## config.mk

```make
export PLATFORM = sky130hd
export DESIGN_NAME = axi_wr_arb
export DESIGN_NICKNAME = d
export VERILOG_FILES = /design/src/rtl/axi_pkg.sv /design/src/rtl/axi_wr_arb_rr_arb2.sv /design/src/rtl/axi_wr_arb.sv
export SDC_FILE = /design/constraint.sdc
export NUM_CORES = 1
export LEC_CHECK = 0
export ABC_AREA = 0
export BUFFER_PORTS_ARGS = -buffer_cell sky130_fd_sc_hd__buf_2
export CORE_AREA = 5 5 107 109
export DETAILED_ROUTE_END_ITERATION = 7
export DIE_AREA = 0 0 112 114
export GPL_TIMING_DRIVEN = 0
export PLACE_DENSITY = 0.81
export SLEW_MARGIN = 25
export SYNTH_ARGS = -nofsm -noshare
export SYNTH_HDL_FRONTEND = slang
export SYNTH_SLANG_ARGS = --single-unit
```

## constraint.sdc

```tcl
create_clock -name ACLK -period 4.6 [get_ports ACLK]
set_input_delay 0 -clock ACLK [delete_from_list [all_inputs] [get_ports ACLK]]
set_output_delay 0 -clock ACLK [all_outputs]
set_load 0.01 [all_outputs]
```

## src/rtl/axi_pkg.sv

```systemverilog
// Shared definitions for the two-master AXI3 write arbiter: payload layouts,
// response codes and the transaction-phase encoding.
package axi_pkg;

    localparam int N_REQ   = 2;
    localparam int AWPAY_W = 45;
    localparam int WPAY_W  = 37;
    localparam int BPAY_W  = 6;

    // AW payload: {AWID[3:0], AWADDR[31:0], AWLEN[3:0], AWSIZE[2:0], AWBURST[1:0]}
    localparam int AWBURST_LSB = 0;
    localparam int AWSIZE_LSB  = 2;
    localparam int AWLEN_LSB   = 5;
    localparam int AWADDR_LSB  = 9;
    localparam int AWID_LSB    = 41;

    // W payload: {WDATA[31:0], WSTRB[3:0], WLAST}
    localparam int WLAST_BIT = 0;
    localparam int WSTRB_LSB = 1;
    localparam int WDATA_LSB = 5;

    // B payload: {BID[3:0], BRESP[1:0]}
    localparam int BRESP_LSB = 0;
    localparam int BID_LSB   = 2;

    localparam logic [1:0] OKAY   = 2'b00;
    localparam logic [1:0] EXOKAY = 2'b01;
    localparam logic [1:0] SLVERR = 2'b10;
    localparam logic [1:0] DECERR = 2'b11;

    typedef enum logic [1:0] {
        ST_IDLE = 2'd0,
        ST_AW   = 2'd1,
        ST_W    = 2'd2,
        ST_B    = 2'd3
    } state_t;

endpackage

```

## src/rtl/axi_wr_arb_rr_arb2.sv

```systemverilog
// Two-way round-robin picker: the requester after the last winner is preferred.
module rr_arb2 (
    input  logic [1:0] req,
    input  logic       last,
    output logic [1:0] gnt
);

    always_comb begin
        gnt = 2'b00;
        if (last) begin
            if (req[0])      gnt = 2'b01;
            else if (req[1]) gnt = 2'b10;
        end else begin
            if (req[1])      gnt = 2'b10;
            else if (req[0]) gnt = 2'b01;
        end
    end

endmodule

```

## src/rtl/axi_wr_arb.sv

```systemverilog
// Shares one AXI3 write port between two masters, one whole transaction
// (address, data beats, response) at a time, in round-robin order.
module axi_wr_arb
    import axi_pkg::*;
(
    input  logic                      ACLK,
    input  logic                      ARESET,
    input  logic [N_REQ-1:0]          S_AWVALID,
    output logic [N_REQ-1:0]          S_AWREADY,
    input  logic [N_REQ*AWPAY_W-1:0]  S_AWPAY,
    input  logic [N_REQ-1:0]          S_WVALID,
    output logic [N_REQ-1:0]          S_WREADY,
    input  logic [N_REQ*WPAY_W-1:0]   S_WPAY,
    output logic [N_REQ-1:0]          S_BVALID,
    input  logic [N_REQ-1:0]          S_BREADY,
    output logic [BPAY_W-1:0]         S_BPAY,
    output logic                      M_AWVALID,
    input  logic                      M_AWREADY,
    output logic [AWPAY_W-1:0]        M_AWPAY,
    output logic                      M_WVALID,
    input  logic                      M_WREADY,
    output logic [WPAY_W-1:0]         M_WPAY,
    input  logic                      M_BVALID,
    output logic                      M_BREADY,
    input  logic [BPAY_W-1:0]         M_BPAY,
    output logic [N_REQ-1:0]          GRANT,
    output logic                      ERR
);

    state_t               state_reg;
    logic                 last_grant_reg;
    logic [N_REQ-1:0]     grant_reg;
    logic                 m_awvalid_reg;
    logic [AWPAY_W-1:0]   m_awpay_reg;
    logic [3:0]           beat_cnt_reg;
    logic [3:0]           awid_reg;
    logic [3:0]           awlen_reg;
    logic                 err_reg;

    logic [N_REQ-1:0]     pick;
    logic                 pick_idx;
    logic                 g_idx;
    logic                 aw_open;
    logic                 aw_take;
    logic                 w_beat;
    logic                 b_take;
    logic                 wlast_gen;
    logic [AWPAY_W-1:0]   s_awpay_arr [N_REQ];
    logic [WPAY_W-1:0]    s_wpay_arr  [N_REQ];
    logic [AWPAY_W-1:0]   win_awpay_tagged;
    logic [WPAY_W-1:0]    g_wpay;

    rr_arb2 u_rr (
        .req  (S_AWVALID),
        .last (last_grant_reg),
        .gnt  (pick)
    );

    assign pick_idx = pick[1];
    assign g_idx    = grant_reg[1];
    // S_AWREADY is held low while reset is applied, independent of the request inputs
    assign aw_open  = (state_reg == ST_IDLE) && !ARESET;
    assign aw_take  = aw_open && (pick != '0);

    genvar gi;
    for (gi = 0; gi < N_REQ; gi++) begin : g_req
        assign s_awpay_arr[gi] = S_AWPAY[gi*AWPAY_W +: AWPAY_W];
        assign s_wpay_arr[gi]  = S_WPAY[gi*WPAY_W +: WPAY_W];
        assign S_AWREADY[gi]   = aw_open && pick[gi];
        assign S_WREADY[gi]    = (state_reg == ST_W) && grant_reg[gi] && M_WREADY;
        assign S_BVALID[gi]    = (state_reg == ST_B) && grant_reg[gi] && M_BVALID;
    end

    // Top ID bit carries the requester index so responses can be traced downstream
    always_comb begin
        win_awpay_tagged               = s_awpay_arr[pick_idx];
        win_awpay_tagged[AWID_LSB + 3] = pick_idx;
    end

    assign g_wpay    = s_wpay_arr[g_idx];
    assign wlast_gen = (beat_cnt_reg == awlen_reg);
    assign M_WVALID  = (state_reg == ST_W) && S_WVALID[g_idx];
    assign w_beat    = M_WVALID && M_WREADY;
    assign M_WPAY    = {g_wpay[WPAY_W-1:WLAST_BIT+1], wlast_gen};
    assign M_BREADY  = (state_reg == ST_B) && S_BREADY[g_idx];
    assign b_take    = M_BREADY && M_BVALID;
    assign S_BPAY    = {awid_reg, M_BPAY[BRESP_LSB +: 2]};

    assign M_AWVALID = m_awvalid_reg;
    assign M_AWPAY   = m_awpay_reg;
    assign GRANT     = grant_reg;
    assign ERR       = err_reg;

    always_ff @(posedge ACLK or posedge ARESET) begin
        if (ARESET) begin
            state_reg      <= ST_IDLE;
            last_grant_reg <= 1'b1;
            grant_reg      <= '0;
            m_awvalid_reg  <= 1'b0;
            m_awpay_reg    <= '0;
            beat_cnt_reg   <= '0;
            awid_reg       <= '0;
            awlen_reg      <= '0;
            err_reg        <= 1'b0;
        end else begin
            case (state_reg)
                ST_IDLE: begin
                    if (aw_take) begin
                        m_awpay_reg   <= win_awpay_tagged;
                        awid_reg      <= s_awpay_arr[pick_idx][AWID_LSB +: 4];
                        awlen_reg     <= s_awpay_arr[pick_idx][AWLEN_LSB +: 4];
                        grant_reg     <= pick;
                        m_awvalid_reg <= 1'b1;
                        state_reg     <= ST_AW;
                    end
                end
                ST_AW: begin
                    if (M_AWREADY) begin
                        m_awvalid_reg <= 1'b0;
                        beat_cnt_reg  <= '0;
                        state_reg     <= ST_W;
                    end
                end
                ST_W: begin
                    // Length comes from AWLEN; a disagreeing master WLAST only flags ERR
                    if (w_beat) begin
                        beat_cnt_reg <= beat_cnt_reg + 4'd1;
                        if (g_wpay[WLAST_BIT] != wlast_gen) err_reg <= 1'b1;
                        if (wlast_gen) state_reg <= ST_B;
                    end
                end
                ST_B: begin
                    if (b_take) begin
                        if (M_BPAY[BID_LSB +: 4] != m_awpay_reg[AWID_LSB +: 4]) err_reg <= 1'b1;
                        last_grant_reg <= g_idx;
                        grant_reg      <= '0;
                        state_reg      <= ST_IDLE;
                    end
                end
                default: state_reg <= ST_IDLE;
            endcase
        end
    end

endmodule

```

# Word level (Yosys, flattened, before mapping)
# Cells that the tools add are included.
word_totals:
  register_bits: 64
  input_bits: 181
  output_inout_bits: 100
op_classes:
  addsub: 1
  n_lt_le_gt_ge: 3
  n_eq_ne: 13
  n_mux: 34
  bitwise: 2
  n_reduce_logical: 30
op_table:
  columns: ["operator", "n"]
  rows:
  - ["2-to-1 mux 45 bit", 3]
  - ["2-to-1 mux 37 bit", 3]
  - ["2-to-1 mux 2 bit", 10]
  - ["logical AND 1 bit", 16]
  - ["2-to-1 mux 1 bit", 11]
  - ["!= test 2 bit, second input constant", 5]
  - ["AND reduction 5 bit", 2]
  - ["nonzero test 2 bit", 5]
  - ["AND reduction 3 bit", 3]
  - ["2-to-1 mux 4 bit", 2]
  - ["one-hot mux 2 bit (4 select lines)", 1]
  - ["one-hot mux 4 bit (2 select lines)", 1]
  - ["adder 4 x 1 -> 4 bit, second input constant", 1]
  - ["== test 2 bit, second input constant", 2]
  - ["== test 4 bit", 1]
  - [">= comparator 2 bit, second input constant", 2]
  - ["!= test 2 x 1 -> 1 bit, second input constant", 2]
  - ["!= test 4 bit", 1]
  - ["NOT 1 -> 2 bit", 2]
  - ["one-hot mux 1 bit (2 select lines)", 2]
  - ["one-hot mux 2 bit (2 select lines)", 1]
  - ["AND reduction 2 bit", 2]
  - ["== test 2 x 1 -> 1 bit, second input constant", 1]
  - ["zero test 2 bit", 1]
  - ["3 further kinds", 3]

# Logic depth before layout (Yosys ltp)
# Gate-level depths: netlist of the first run.
depth:
  depth_word: 8
  ltp_mapped: 9
  ltp_nobuf: 7

# Hierarchy
# Synthesis of the first run repeated with hierarchy kept, for this count alone.
unflattened:
  cells_unflattened: 336
  area_unflattened_um2: 3408.3
modules_own_cells:
  columns: ["mod", "n_inst", "cells_each", "area_each_um2", "seq_area_each_um2"]
  rows:
  - ["axi_wr_arb", 1, 333, 3389.5, 1427.6]
  - ["rr_arb2", 1, 3, 18.8, 0.0]

# Worst setup path after synthesis of the first run
# OpenSTA, ideal clock, no wires.
synth_path:
  path_kind: "reg2reg"
  from: "register state_reg[0]"
  to: "register state_reg[1]"
  setup_ns: 0.125
  t_arrival_ns: 1.714
  t_required_ns: 4.475
  setup_slack_ns: 2.761
  stages_incl_launch_ff: 10
  period_less_slack_ns: 1.839
  cell_sequence: "dfrtp_1 > inv_1 > ha_1 > nand2b_1 > or2_1 > buf_2 > buf_6 > nand2_2 > nand4_2 > mux2_4"
synth_via:
  elab_chain_len: 5
  elab_cells_between_ends: 17
synth_rtl:
  columns: ["element", "line", "rtl"]
  rows:
  - ["from (decl)", "axi_wr_arb.sv:30", "state_t state_reg;"]
  - ["from (signal assigned)", "axi_wr_arb.sv:96", "state_reg <= ST_IDLE;"]
  - ["from (signal assigned)", "axi_wr_arb.sv:114", "state_reg <= ST_AW;"]
  - ["from (signal assigned)", "axi_wr_arb.sv:121", "state_reg <= ST_W;"]
  - ["== test 2 bit (tied with other cells)", "axi_wr_arb.sv:85, axi_wr_arb.sv:106", null]
  - ["logical AND 1 bit, on equally long branches", "axi_wr_arb.sv:85, axi_wr_arb.sv:62, axi_wr_arb.sv:82", null]
  - ["logical AND 1 bit, on equally long branches", "axi_wr_arb.sv:86, axi_wr_arb.sv:63, axi_wr_arb.sv:83", null]
  - ["!= test 2 bit (no line)", null, null]
  - ["AND reduction 5 bit (no line)", null, null]
# Several ways; a longest one is shown, not always the timed one.
# A chain may end at the register's enable or synchronous reset.

# Worst setup path in the final report of the first run
layout_path:
  from: "register last_grant_reg"
  to: "register m_awpay_reg[24] (netlist: M_AWPAY[24])"
layout_via:
  elab_chain_len: 5
  elab_cells_between_ends: 8
layout_rtl:
  columns: ["element", "line", "rtl"]
  rows:
  - ["from (decl)", "axi_wr_arb.sv:31", "logic last_grant_reg;"]
  - ["from (signal assigned)", "axi_wr_arb.sv:135", "last_grant_reg <= g_idx;"]
  - ["2-to-1 mux 2 bit (*)", "axi_wr_arb_rr_arb2.sv:10", "if (last) begin"]
  - ["NOT 1 -> 2 bit (not written as such)", "axi_wr_arb.sv:76", "win_awpay_tagged = s_awpay_arr[pick_idx];"]
  - ["2-to-1 mux 45 bit (3 in a row)", null, null]
  - ["to (signal assigned)", "axi_wr_arb.sv:109", "m_awpay_reg <= win_awpay_tagged;"]
  - ["to (decl)", "axi_wr_arb.sv:34", "logic [AWPAY_W-1:0] m_awpay_reg;"]
# Mark *: on every way between the ends. The rest lies on a longest branch, timed or not. The select of a mux whose other input is x is not followed.

==> impl_metrics.sql, run 1 <==
INSERT INTO impl_metrics (metric_group, metric, value, unit) VALUES
('status', 'outcome', 'finished clean', ''),
('layout', 'area_delta_synth_final', '77.3', '%'),
('placement', 'routability_cong', '0.871', ''),
('floorplanning', 'fp.dieW', '112', 'um'),
('sta', 'fin_crit_sh', '48.6', '%'),
('global_route', 'largest_net_degree_at_the_start_of_global_routing', '40', ''),
('global_route', 'vias_in_the_first_global_route', '4504', ''),
('setup_path', 'required', '4.80', 'ns'),
('cts', 'insertion_delay', '0.33', 'ns'),
('synth', 'synthDominantAreaCellType', 'sky130_fd_sc_hd__dfrtp_1', ''),
('sta', 'worst-slew-pin-transition', '0.557', 'ns'),
('floorplanning', 'die-area', '12800', 'um2'),
('cts', 'postCtsSetupBuffers', '0', ''),
('sta', 'setup_violations', '0', ''),
('synth', 'synthDominantCellAreaShare', '40.8', '%'),
('setup_path', 'critPathKind', 'flop to flop', ''),
('layout', 'nNetsFinal', '908', ''),
('floorplanning', 'design.portCount', '281', ''),
('setup_path', 'cpMaxStageDelayCell', 'sky130_fd_sc_hd__dlygate4sd3_1', ''),
('route', 'post-route-drc-count', '0', ''),
('cts', 'tritoncts', 'yes', ''),
('synth', 'synth-seq-cells', '57', ''),
('cts', 'number_of_buffers_added_by_the_clock_tree_synthesis_step', '9', ''),
('route', 'drtAntennaViolNets', '0', ''),
('synth', 'post_synth.cell_area_avg', '9.98', 'um2'),
('power_and_ir_drop', 'vdd_drop_max', '0.238', 'mV'),
('sta', 'maxSlewViolCount', '0', ''),
('layout', 'max_reg_flops', '45', ''),
('global_route', 'gr-max-usage-layer', 'met2', ''),
('setup_path', 'timing.rr.end', 'M_AWPAY[24]', ''),
('synth', 'post_syn_nets', '530', ''),
('sta', 'layout_min_cycle_time', '2.24', 'ns'),
('synth', 'area_contributors_post_synth', 'sky130_fd_sc_hd__dfrtp_1, sky130_fd_sc_hd__mux2i_1, sky130_fd_sc_hd__mux2_2', ''),
('setup_path', 'critical_path.cell_chain', 'a21oi_1 > buf_2 > buf_2 > mux2i_1 > dlygate4sd3_1 > o21ai_0', ''),
('power_and_ir_drop', 'static-leakage-power', '0.00324', 'uW'),
('cts', 'clkSinkCount', '57', ''),
('global_route', 'grt_util_met2', '43.6', '%'),
('synth', 'syn-cell-area', '3430', 'um2'),
('cts', 'clk_pin_slew_worst_paths', '0.07', 'ns'),
('synth', 'netlist-cell-type-count', '39', ''),
('worst_hold_path', 'min_delay_path_depth', '3', ''),
('sta', 'timing.max_slew.rel_slack', '62.9', '%'),
('global_route', 'grt_usage', '22.6', '%'),
('power_and_ir_drop', 'power.density_cell_area', '480', 'nW/um2'),
('floorplanning', 'core_area', '10500', 'um2'),
('setup_path', 'endpoint_kind', 'flop', ''),
('setup_path', 'worst-r2r-cell-count', '6', ''),
('setup_path', 'cp_data_arrival_time', '2.43', 'ns'),
('worst_hold_path', 'worstHoldStart', 'S_AWPAY[37]', ''),
('cts', 'ctsRootBufferMaster', 'sky130_fd_sc_hd__clkbuf_8', ''),
('layout', 'layoutNonFillerInstCount', '869', ''),
('sta', 'max_freq', '447', 'MHz'),
('sta', 'timing.clock.skew', '0.0151', 'ns'),
('route', 'first_iter_violations', '109', ''),
('setup_path', 'startpoint_of_the_lowest_slack_register_to_register_path', 'last_grant_reg', ''),
('global_route', 'antenna_found_initial', '3', ''),
('sta', 'finalHoldViolations', '0', ''),
('synth', 'ys_seq_area_share', '41.6', '%'),
('worst_hold_path', 'holdCritPathClass', 'input port to flop', ''),
('layout', 'drive_above_1_share', '48.4', '%'),
('worst_hold_path', 'min_to', 'M_AWPAY[37]', ''),
('run', 'drv_cap', '0', ''),
('setup_path', 'launching_element_type_of_the_critical_path', 'flop', ''),
('placement', 'dp_hpwl', '10600', 'um'),
('route', 'wl_per_cell', '17.0', 'um'),
('cts', 'cts.hold.buffers_added', '88', ''),
('placement', 'portBuffers', '278', ''),
('route', 'route.vias.total', '4121', ''),
('global_route', 'grt_overflow', '0', ''),
('setup_path', 'worst_path_largest_cell_delay', '0.58', 'ns'),
('global_route', 'use_met3', '6.74', '%');
==> kinds of logic after synthesis <==
logic type | share of synthesized area (%)
muxes | 27.3
and+or+nand+nor | 10.8
AOI/OAI and AO/OA | 11.1
DFF | 41.6
buffers and inverters | 5.14
xor gates and xnor gates | 2.30
adders and majority gates | 1.82
==> per-layer routing <==
metal  share of wire [%]  up-vias
li1                    -     1959
met1                  34     1904
met2                  54      217
met3                 8.7       41
met4                 3.4        0
met5                   0        -
==> layout by cell type (no fill, tap or decap), types with 3 or more instances in the layout <==
cell type	count
sky130_fd_sc_hd__buf_2	284
sky130_fd_sc_hd__dlygate4sd3_1	88
sky130_fd_sc_hd__dfrtp_1	56
sky130_fd_sc_hd__nand2_1	53
sky130_fd_sc_hd__mux2i_1	48
sky130_fd_sc_hd__o21ai_0	40
sky130_fd_sc_hd__mux2_2	36
sky130_fd_sc_hd__clkbuf_1	15
sky130_fd_sc_hd__clkbuf_8	10
sky130_fd_sc_hd__o21ai_1	9
sky130_fd_sc_hd__nor2_1	7
sky130_fd_sc_hd__buf_4	7
sky130_fd_sc_hd__inv_1	6
sky130_fd_sc_hd__xnor2_1	6
sky130_fd_sc_hd__a21oi_1	5
sky130_fd_sc_hd__ha_1	5
sky130_fd_sc_hd__nor2b_1	4
sky130_fd_sc_hd__and3_1	4
sky130_fd_sc_hd__nand2b_1	3
sky130_fd_sc_hd__o2bb2ai_1	3
sky130_fd_sc_hd__nand4_1	3
sky130_fd_sc_hd__a22o_1	3
sky130_fd_sc_hd__xor2_1	3
sky130_fd_sc_hd__clkinvlp_4	3
==> report_power, final <==
part	switching (uW)	internal (uW)	total, uW
Clock	217	210	427
Combinational	838	777	1610
Sequential	154	727	881
Total	1210	1710	2920
==> Yosys cell counts, drive strengths merged <==
| cell | instances |
|---|---|
| xor2 | 3 |
| and3 | 4 |
| nand2b | 3 |
| nor3 | 2 |
| a41o | 1 |
| nand4 | 4 |
| dfstp | 1 |
| a22oi | 1 |
| mux2i | 49 |
| dfrtp | 56 |
| o22a | 1 |
| or2 | 1 |
| o2bb2ai | 3 |
| inv | 7 |
| ha | 5 |
| o221ai | 1 |
| mux2 | 39 |
| clkbuf | 15 |
| o32ai | 1 |
| a31oi | 1 |
| buf | 14 |
| nor2 | 7 |
| a21oi | 5 |
| o21ai | 49 |
| nor2b | 5 |
| a22o | 3 |
| xnor2 | 6 |
| nand2 | 54 |
| a21o | 1 |
| nand3 | 2 |
==> worst max-delay path by stage <==
stage | slack [ns] | endpoint | depth (start not counted) | start
2_1_floorplan | 2.76 | state_reg[1] | 9 | state_reg[0]
3_3_place_gp | 2.39 | M_AWPAY[15] | 2 | ARESET
3_5_place_dp | 2.45 | M_AWPAY[0] | 8 | state_reg[0]
4_1_cts | 2.37 | M_AWPAY[34] | 6 | last_grant_reg
5_1_grt | 2.16 | M_AWPAY[10] | 6 | last_grant_reg
6_report | 2.36 | M_AWPAY[24] | 6 | last_grant_reg
==> through the flow <==
step                      hold WS (ns)  util [%]  worst slack [ns]  area, um2  power [uW]
final                           0.0115      57.9              2.36       6090        2920
after global routing            0.0369      57.9              2.16       6090        3150
after CTS                      0.00272      57.9              2.37       6080        2940
after detailed placement       -0.0280      47.8              2.45       5020        2410
after global placement           0.186      47.6              2.39       5000        2370
after floorplan                 0.0918         -              2.76       3430        1790
==> layout make-up <==
cell class | count | area (um2)
Clock buffer | 10 | 138
Multi-Input combinational cell | 251 | 1830
Clock inverter | 6 | 41.3
Timing Repair Buffer | 367 | 2290
Inverter | 7 | 28.8
Antenna cell | 2 | 5.00
Sequential cell | 57 | 1430
Buffer | 29 | 150
Tap cell | 140 | 175
Fill cell | 924 | 4420
==> critical path: cells and delay by family (launching register included) <==
kind | cells | cell delay (ns)
AO/OA/AOI/OAI | 2 | 0.19
flip-flops | 1 | 0.39
buffers and inverters | 3 | 1.28
multiplexers | 1 | 0.22
(Power assumes the default switching activity.)
==> run 2: changes to the inputs <==
--- a/config.mk
+++ b/config.mk
@@ -7,11 +7,11 @@
 export LEC_CHECK = 0
 export ABC_AREA = 0
 export BUFFER_PORTS_ARGS = -buffer_cell sky130_fd_sc_hd__buf_2
-export CORE_AREA = 5 5 107 109
+export CORE_AREA = 5 5 106 108
 export DETAILED_ROUTE_END_ITERATION = 7
-export DIE_AREA = 0 0 112 114
+export DIE_AREA = 0 0 111 113
 export GPL_TIMING_DRIVEN = 0
-export PLACE_DENSITY = 0.81
+export PLACE_DENSITY = 0.82
 export SLEW_MARGIN = 25
 export SYNTH_ARGS = -nofsm -noshare
 export SYNTH_HDL_FRONTEND = slang
==> constraint.sdc (replaced) <==
create_clock -name ACLK -period 2.2 [get_ports ACLK]
set_input_delay 0 -clock ACLK [delete_from_list [all_inputs] [get_ports ACLK]]
set_output_delay 0 -clock ACLK [all_outputs]
set_load 0.01 [all_outputs]
==> run 2 against run 1 <==
  * Design area is 0.39% higher
  * Via count is 1.9% higher
  * Utilization is 2.3 points higher
  * First-iteration DRC count is 83% higher
  * Total power is 110% higher
  * Register-to-register slack worse by 2.2 ns
  * Hold slack better by 0.0063 ns
  * Maximum frequency is 7.5% higher
  * Setup slack worse by 2.2 ns
  * Die area is 1.8% lower
  * Combinational power is 110% higher
  * Cell count stayed put
==> impl_metrics.sql, run 2 (synthesis results as in run 1) <==
INSERT INTO impl_metrics (metric_group, metric, value, unit) VALUES
('status', 'outcome', 'finished clean', ''),
('placement', 'routability_cong', '0.892', ''),
('sta', 'fin_crit_sh', '94.5', '%'),
('sta', 'finalHoldViolations', '0', ''),
('setup_path', 'required', '2.42', 'ns'),
('setup_path', 'cp_data_arrival_time', '2.30', 'ns'),
('layout', 'max_reg_flops', '45', ''),
('global_route', 'vias_in_the_first_global_route', '4599', ''),
('sta', 'timing.max_slew.rel_slack', '65.0', '%'),
('placement', 'detailedPlace.worstSlack', '0.0698', 'ns'),
('layout', 'regArea', '1430', 'um2'),
('floorplanning', 'dieHeight', '113', 'um'),
('route', 'number_of_iterations_in_the_first_detailed_routing_pass', '4', ''),
('sta', 'setup_violations', '0', ''),
('cts', 'tritoncts', 'yes', ''),
('power_and_ir_drop', 'static-leakage-power', '0.00325', 'uW'),
('cts', 'insertion_delay', '0.34', 'ns'),
('power_and_ir_drop', 'power.density_cell_area', '995', 'nW/um2'),
('power_and_ir_drop', 'vdd_drop_max', '0.567', 'mV'),
('sta', 'maxSlewViolCount', '0', ''),
('route', 'drtAntennaViolNets', '0', ''),
('layout', 'layout.cells.most_common_list', 'sky130_fd_sc_hd__buf_2, sky130_fd_sc_hd__dlygate4sd3_1, sky130_fd_sc_hd__dfrtp_1', ''),
('floorplanning', 'fp.dieW', '111', 'um'),
('route', 'post-route-drc-count', '0', ''),
('layout', 'multiInputGateArea', '1840', 'um2'),
('setup_path', 'worstPathMaxFanout', '10', ''),
('global_route', 'grt_overflow', '0', ''),
('placement', 'dp_hpwl', '10600', 'um'),
('setup_path', 'endpoint_kind', 'flop', ''),
('cts', 'cts_max_level', '3', ''),
('route', 'first_iter_violations', '200', ''),
('cts', 'max-clock-path-buffers', '2', ''),
('sta', 'tns', '0', 'ns'),
('run', 'drv_cap', '0', ''),
('layout', 'leading_cell_type_in_the_layout_fill_and_taps_excluded', 'sky130_fd_sc_hd__buf_2', ''),
('cts', 'clk_pin_slew_worst_paths', '0.07', 'ns'),
('route', 'wl_per_cell', '18.0', 'um'),
('global_route', 'grt_pass1_wl', '24300', 'um'),
('sta', 'layout_min_cycle_time', '2.08', 'ns'),
('route', 'route.vias.total', '4201', ''),
('floorplanning', 'fp_rows', '37', ''),
('global_route', 'antenna_found_initial', '3', ''),
('worst_hold_path', 'holdCritPathClass', 'input port to flop', ''),
('floorplanning', 'design.portCount', '281', ''),
('layout', 'nNetsFinal', '911', ''),
('sta', 'worst-slew-pin-transition', '0.525', 'ns'),
('floorplanning', 'core_area', '10100', 'um2'),
('layout', 'drive_above_1_share', '48.6', '%'),
('route', 'vias_per_cell', '4.83', ''),
('floorplanning', 'die-area', '12500', 'um2'),
('setup_path', 'launching_element_type_of_the_critical_path', 'flop', ''),
('cts', 'number_of_buffers_added_by_the_clock_tree_synthesis_step', '9', ''),
('placement', 'portBuffers', '278', ''),
('setup_path', 'critPathKind', 'flop to flop', ''),
('sta', 'max_freq', '481', 'MHz'),
('sta', 'rsz_0062_raised_after_global_routing', 'no', ''),
('layout', 'area_delta_synth_final', '78.0', '%'),
('layout', 'filler_cell_count', '847', ''),
('sta', 'final_critical_path_setup_slack', '0.121', 'ns'),
('cts', 'postCtsSetupBuffers', '0', ''),
('sta', 'timing.clock.skew', '0.00839', 'ns'),
('cts', 'ctsRootBufferMaster', 'sky130_fd_sc_hd__clkbuf_8', ''),
('cts', 'clkSinkCount', '57', ''),
('global_route', 'grt_usage', '24.6', '%'),
('route', 'wirelength_routed', '15600', 'um'),
('floorplanning', 'initial_core_utilization', '33.9', '%'),
('global_route', 'largest_net_degree_at_the_start_of_global_routing', '33', '');
==> run 2: per-layer routing <==
metal  track usage, %  routed length (um)  vias to the layer above
met5                0                   0                        -
met4             14.3                 714                        0
met2             43.2                7800                      244
met3             8.77                1430                       50
met1             25.4                5660                     1940
li1                 -                   -                     1967
==> run 2: path summary, 6_finish.rpt <==
kind	start	endpoint	slack, ns	cells after the start
min in group asynchronous	ARESET	GRANT[1]	0.21	3
setup / recovery	last_grant_reg	M_AWPAY[1]	0.12	6
max in group asynchronous	ARESET	M_AWPAY[22]	1.50	4
hold / removal	S_AWPAY[12]	M_AWPAY[12]	0.02	3
hold reg to reg	ERR	ERR	0.48	1
setup reg to reg	last_grant_reg	M_AWPAY[1]	0.12	6
==> run 2: report_power, final <==
part           total, uW  internal [uW]  switching, uW
Combinational       3380           1590           1790
Sequential          1860           1520            337
Clock                841            400            441
Total               6080           3510           2570
==> run 2: metrics by stage <==
stage / power [uW] / hold slack (ns) / cell area [um2] / util (%) / cells
after floorplan: 3740 / 0.0918 / 3430 / - / 344
final: 6080 / 0.0179 / 6110 / 60.3 / 869
after global placement: 4960 / 0.186 / 5000 / 49.3 / 758
after detailed placement: 5060 / 0.0173 / 5020 / 49.5 / 759
after CTS: 6060 / 0.00138 / 6090 / 60.1 / 866
after global routing: 6540 / 0.0470 / 6110 / 60.3 / 869
==> run 2: critical path, cell delays in order (launching register included) <==
cell and delay (ns):
sky130_fd_sc_hd__dfstp_2 0.39, sky130_fd_sc_hd__a21oi_1 0.12, sky130_fd_sc_hd__clkbuf_4 0.28, sky130_fd_sc_hd__clkbuf_4 0.30
sky130_fd_sc_hd__mux2i_1 0.24, sky130_fd_sc_hd__dlygate4sd3_1 0.58, sky130_fd_sc_hd__o21ai_1 0.06
==> run 2: area by class of cell <==
class / instances / share of cell area, %
Multi-Input combinational cell: 251 / 30.0
Inverter: 7 / 0.471
Timing Repair Buffer: 370 / 38.0
Clock inverter: 6 / 0.573
Clock buffer: 10 / 2.09
Tap cell: 136 / 2.78
Buffer: 29 / 2.58
Antenna cell: 3 / 0.123
Sequential cell: 57 / 23.4
==> run 2: timing repair <==
item,4_1_cts,5_1_grt
setup endpoints to repair,0,16
resized for setup,0,8
hold endpoints to repair,103,0
hold buffers,91,0
